`src/rtl/hazard_stall_controller.sv`:
```
// rtl/hazard_stall_controller.sv - pipeline stall/flush sequencer for the 5-stage integer core
//
// Purpose: resolves hazards the forwarding unit cannot. These are load-use
// (with multi-cycle load latency), mul/div occupancy of EX and taken-branch
// redirects. It drives the hold/bubble/flush controls and keeps a saturating
// count of stalled cycles.
//
// Ports:
//   i_clk, i_rst_n           clock, async active-low reset
//   i_rs1_id, i_rs2_id       ID-stage source registers
//   i_uses_rs1_id/rs2_id     ID instruction actually reads rs1/rs2
//   i_rd_ex, i_mem_read_ex   EX destination and load flag
//   i_md_start_ex, i_md_done mul/div issue pulse and result-valid
//   i_branch_taken_ex        EX resolved a taken branch/jump
//   i_perf_clr               synchronous clear of o_stall_cycles
//   o_stall_if/id/ex         hold controls
//   o_bubble_ex/mem          NOP injection into ID/EX, EX/MEM
//   o_flush_if_id/id_ex      invalidate IF/ID, ID/EX
//   o_md_busy                sequencer is waiting on mul/div
//   o_stall_cycles           saturating count of cycles with o_stall_if=1
module hazard_stall_controller #(
  parameter int LOAD_LAT = 1,
  parameter int CNT_W    = 16
) (
  input  logic             i_clk,
  input  logic             i_rst_n,
  input  logic [4:0]       i_rs1_id,
  input  logic [4:0]       i_rs2_id,
  input  logic             i_uses_rs1_id,
  input  logic             i_uses_rs2_id,
  input  logic [4:0]       i_rd_ex,
  input  logic             i_mem_read_ex,
  input  logic             i_md_start_ex,
  input  logic             i_md_done,
  input  logic             i_branch_taken_ex,
  input  logic             i_perf_clr,
  output logic             o_stall_if,
  output logic             o_stall_id,
  output logic             o_stall_ex,
  output logic             o_bubble_ex,
  output logic             o_bubble_mem,
  output logic             o_flush_if_id,
  output logic             o_flush_id_ex,
  output logic             o_md_busy,
  output logic [CNT_W-1:0] o_stall_cycles
);

  localparam logic [1:0] S_RUN     = 2'd0;
  localparam logic [1:0] S_LSTALL  = 2'd1;
  localparam logic [1:0] S_MD_WAIT = 2'd2;

  // The cycle that detects the hazard is the first stall cycle. LSTALL then
  // covers the remaining LOAD_LAT-1 cycles, counting down to zero inclusive.
  localparam logic [2:0] LCNT_INIT = (LOAD_LAT > 1) ? 3'(LOAD_LAT - 2) : 3'd0;

  logic [1:0]       r_state;
  logic [1:0]       w_state_nxt;
  logic [2:0]       r_lcnt;
  logic [2:0]       w_lcnt_nxt;
  logic [CNT_W-1:0] r_stall_cycles;
  logic             w_lu_hit;

  assign w_lu_hit = i_mem_read_ex && (i_rd_ex != 5'd0) &&
                    ((i_uses_rs1_id && (i_rs1_id == i_rd_ex)) ||
                     (i_uses_rs2_id && (i_rs2_id == i_rd_ex)));

  always_comb begin
    w_state_nxt   = r_state;
    w_lcnt_nxt    = r_lcnt;
    o_stall_if    = 1'b0;
    o_stall_id    = 1'b0;
    o_stall_ex    = 1'b0;
    o_bubble_ex   = 1'b0;
    o_bubble_mem  = 1'b0;
    o_flush_if_id = 1'b0;
    o_flush_id_ex = 1'b0;
    case (r_state)
      S_RUN: begin
        if (i_branch_taken_ex) begin
          o_flush_if_id = 1'b1;
          o_flush_id_ex = 1'b1;
        end else if (i_md_start_ex && !i_md_done) begin
          o_stall_if   = 1'b1;
          o_stall_id   = 1'b1;
          o_stall_ex   = 1'b1;
          o_bubble_mem = 1'b1;
          w_state_nxt  = S_MD_WAIT;
        end else if (i_md_start_ex) begin
          // Single-cycle mul/div: nothing to hold. This also shields a
          // simultaneous mem_read_ex, since md_start_ex has precedence.
          w_state_nxt = S_RUN;
        end else if (w_lu_hit) begin
          o_stall_if  = 1'b1;
          o_stall_id  = 1'b1;
          o_bubble_ex = 1'b1;
          if (LOAD_LAT > 1) begin
            w_lcnt_nxt  = LCNT_INIT;
            w_state_nxt = S_LSTALL;
          end
        end
      end
      S_LSTALL: begin
        // EX holds a bubble here, so hazard and branch inputs are meaningless.
        o_stall_if  = 1'b1;
        o_stall_id  = 1'b1;
        o_bubble_ex = 1'b1;
        if (r_lcnt == 3'd0) begin
          w_state_nxt = S_RUN;
        end else begin
          w_lcnt_nxt = r_lcnt - 3'd1;
        end
      end
      S_MD_WAIT: begin
        if (!i_md_done) begin
          o_stall_if   = 1'b1;
          o_stall_id   = 1'b1;
          o_stall_ex   = 1'b1;
          o_bubble_mem = 1'b1;
        end else begin
          w_state_nxt = S_RUN;
        end
      end
      default: begin
        w_state_nxt = S_RUN;
      end
    endcase
  end

  always_ff @(posedge i_clk or negedge i_rst_n) begin
    if (!i_rst_n) begin
      r_state <= S_RUN;
      r_lcnt  <= 3'd0;
    end else begin
      r_state <= w_state_nxt;
      r_lcnt  <= w_lcnt_nxt;
    end
  end

  always_ff @(posedge i_clk or negedge i_rst_n) begin
    if (!i_rst_n) begin
      r_stall_cycles <= '0;
    end else if (i_perf_clr) begin
      r_stall_cycles <= '0;
    end else if (o_stall_if && (r_stall_cycles != {CNT_W{1'b1}})) begin
      r_stall_cycles <= r_stall_cycles + {{(CNT_W-1){1'b0}}, 1'b1};
    end
  end

  assign o_md_busy      = (r_state == S_MD_WAIT);
  assign o_stall_cycles = r_stall_cycles;

endmodule

```
`config.mk`:
```
export PLATFORM = sky130hd
export DESIGN_NAME = hazard_stall_controller
export DESIGN_NICKNAME = d
export VERILOG_FILES = /design/src/rtl/hazard_stall_controller.sv
export SDC_FILE = /design/constraint.sdc
export NUM_CORES = 1
export LEC_CHECK = 0
export BUFFER_PORTS_ARGS = -buffer_cell sky130_fd_sc_hd__buf_2
export CORE_UTILIZATION = 47
export CTS_CLUSTER_SIZE = 10
export DETAILED_ROUTE_END_ITERATION = 16
export PLACE_DENSITY = 0.84
export SYNTH_ARGS = -nofsm -noshare
export SYNTH_HDL_FRONTEND = slang
export SYNTH_SLANG_ARGS = --single-unit
```
`constraint.sdc`:
```
create_clock -name i_clk -period 2.1 [get_ports i_clk]
set_input_delay 0.105 -clock i_clk [delete_from_list [all_inputs] [get_ports i_clk]]
set_output_delay 0.105 -clock i_clk [all_outputs]
set_load 0.05 [all_outputs]
```
==> impl_metrics.csv <==
group,metric,value,unit
setup_path,slowest_stage,"or4_4",
status,status,"finished, final reports clean",
final_layout,layout.nets,209,
detailed_routing,drtIter0Drc,26,
setup_path,critical_path_required,2.32,ns
floorplanning,die_h,50.7,um
grt,grt_antenna_before_repair,0,
place,place_area,1380,sq um
synth,synth.most_common_cell,"dfrtp_1",
sta,period_share,97.0,%
final_layout,stdcell_area,1500,sq um
grt,grtUsageTotal,24.7,%
place,dp_hpwl,2030,um
cts,clkLatencyLatePin,0.29,ns
final_layout,n_antenna_cell,0,
worst_hold_path,holdPathStages,2,
cts,cts_root_buf,"clkbuf_4",
sta,timing.final.crit_period,2.04,ns
setup_path,r2r-start,"r_state[1]",
synth,syn_area_per_cell,8.93,sq um
sta,relSlewSlack,56.3,%
final_layout,n_fill_cell,178,
sta,slew_violations,0,
power_and_ir_drop,combPwrFrac,24.4,%
final_layout,drive_gt1_share,39.9,%
worst_hold_path,worstHoldEndpoint,"o_stall_cycles[11]",
place,pre_cts_ws,0.0284,ns
setup_path,timing.rr.end,"o_stall_cycles[11]",
sta,setup_viol,0,
synth,ys.flop_type,"dfrtp_1",
worst_hold_path,hp-class,"in2reg",
power_and_ir_drop,p_clk_share,25.9,%
grt,overflow,0,
sta,worstMarginPinSlew,0.655,ns
grt,grt_max_degree,26,
synth,ys_ff_latch,17,
detailed_routing,wirelength,2990,um
detailed_routing,drt-wirelength-per-cell,14.2,um
place,place_congestion,0.804,
synth,synth_edf_count,0,
flow_run,cap_violations,0,
cts,cts_tree,"done",
sta,hold_violations,0,
detailed_routing,num_vias,1195,
setup_path,reg2reg_depth,7,
setup_path,worst_ep_arrival_time,2.26,ns
power_and_ir_drop,max-vdd-ir-drop,0.396,mV
floorplanning,io_pins,48,
grt,grt_pass1_wl,4900,um
synth,ys_seq_area_share,38.1,%
sta,max_freq,491,MHz
synth,synthArstFlopShare,100,%
power_and_ir_drop,intPower,0.463,mW
final_layout,multiInputGateArea,648,sq um
floorplanning,start_util,50.0,%
setup_path,reg2reg_setup_slack,0.06,ns
floorplanning,die-area,2570,sq um
cts,clock_path_buffers,2,
setup_path,critPathKind,"reg2reg",
synth,synth.distinct_cells,35,
setup_path,slowest_delay,0.56,ns
floorplanning,die_x,50.7,um
synth,synth_warnings,0,
place,portBuffers,47,
final_layout,utilization,66.9,%
final_layout,area_delta_synth_final,34.0,%
setup_path,crit_path_end_kind,"flip-flop",
power_and_ir_drop,pwr-share-seq,49.6,%
final_layout,seq_area,428,sq um
synth,synth_top_area_share,38.1,%
power_and_ir_drop,power.total,0.675,mW
floorplanning,core_area,2230,sq um
setup_path,cp-start-kind,"flip-flop",
synth,syn_area,1120,sq um
floorplanning,rows,17,
sta,setup-tns-final,0,ns
power_and_ir_drop,p_leak,0.700,nW
synth,synth_top_area_cell,"dfrtp_1",
synth,synth_commonest_cells,"dfrtp_1 (17), a21oi_1 (12), xnor2_1 (10)",
sta,fin_ws,0.0621,ns
power_and_ir_drop,p_per_area,452,nW/um^2
cts,cts_max_level,1,
setup_path,path_max_fanout,12,
cts,cts_buffers,3,
synth,syn_inst,125,
detailed_routing,dr.pass1.iters,4,
cts,cts.sinks,17,
synth,synth_area_leaders,"dfrtp_1 (38%), xnor2_1 (7.8%), a21oi_1 (5.4%), or4_1 (4.0%), nand4_1 (3.9%)",
detailed_routing,drc_errors,0,
detailed_routing,drtAntennaViolNets,0,
setup_path,worstPathCellList,"nor4b_2 -> o21ai_2 -> a21oi_2 -> buf_4 -> a21oi_4 -> or4_4 -> a21oi_2",
power_and_ir_drop,power.switching,0.212,mW
cts,clk_pin_slew,0.10,ns
setup_path,critPathMostFrequentCell,"a21oi_2",
detailed_routing,avgViaCountPerCell,5.66,
worst_hold_path,min_from,"i_perf_clr",
power_and_ir_drop,p_sw_share,31.4,%
grt,first_global_vias,1147,
sta,clock_skew,0.00146,ns
synth,syn-num-nets,150,
-- worst max-delay path by stage --
stage | from | to | slack, ns | depth (start not counted)
6_report | r_state[1] | o_stall_cycles[11] | 0.06 | 7
4_1_cts | o_stall_cycles[1] | o_stall_cycles[15] | 0.005 | 7
2_1_floorplan | o_stall_cycles[7] | o_stall_cycles[1] | 0.03 | 8
5_1_grt | r_state[1] | o_stall_cycles[11] | -0.02 | 7
3_5_place_dp | o_stall_cycles[1] | o_stall_cycles[15] | 0.03 | 7
3_3_place_gp | i_rd_ex[1] | o_stall_cycles[15] | 0.09 | 7
-- critical path: cells and delay by family (launching register included) --
| kind | cells | cell delay, ns |
|---|---|---|
| compound gates | 4 | 0.52 |
| buf+inv | 1 | 0.17 |
| simple gates | 2 | 0.87 |
| flops | 1 | 0.43 |
-- metal layers --
layer	wire length, um	global-route usage, %	up-vias
met5	0	0	-
met4	84	11.6	0
met3	143	2.73	12
met2	1560	44.9	52
met1	1210	28.5	561
li1	-	-	570
-- registers in the layout (all words and copies together), names as in the netlist --
signal	cells
o_stall_cycles	16
r_state	1
-- layout make-up --
class                      count  share of cell area, %
clock buffer                   4                   1.76
inverter                       6                   1.51
multi-input combinational     96                   43.3
sequential                    17                   28.6
tap                           28                   2.34
timing repair buffer          60                   22.4
-- power by group through the flow --
stage	registers (mW)	clock network (mW)	logic [mW]
floorplan	0.356	0	0.0907
CTS	0.335	0.177	0.152
global placement	0.341	0	0.146
detailed placement	0.342	0	0.151
global route	0.335	0.196	0.178
finish	0.335	0.175	0.165
-- cell families after synthesis --
group | share of synthesized area, %
compound gates | 18.6
xor+xnor | 9.42
fa+ha+maj | 1.12
buf+inv | 7.06
flops | 38.1
mux | 1.91
simple gates | 23.8
-- cells in the final DEF, fill, tap and decap left out, types with 3 or more instances in the layout --
| cell type | count |
|---|---|
| buf_2 | 47 |
| nor2b_1 | 3 |
| a21oi_1 | 10 |
| nor2_1 | 8 |
| inv_1 | 6 |
| nand4_1 | 7 |
| nand2_1 | 7 |
| a21oi_2 | 3 |
| dfrtp_1 | 15 |
| or4_1 | 5 |
| xnor2_1 | 10 |
| or3_1 | 6 |
| clkbuf_4 | 3 |
| buf_4 | 12 |
| o31ai_1 | 5 |
| o21ai_1 | 5 |
| nand3_1 | 6 |
-- through the flow --
stage	cells	hold WS (ns)
2_1_floorplan	125	-0.191
3_3_place_gp	199	0.0420
3_5_place_dp	199	0.0458
4_1_cts	204	0.186
5_1_grt	211	0.209
6_report	211	0.183
-- what timing repair did --
action                                  CTS  global route
endpoints found under the setup margin    0            10
hold endpoints to repair                 17             0
setup buffers                             0             6
hold buffers                              1             0
gates resized for setup                   0             6
Power figures use the tool's default switching activity.
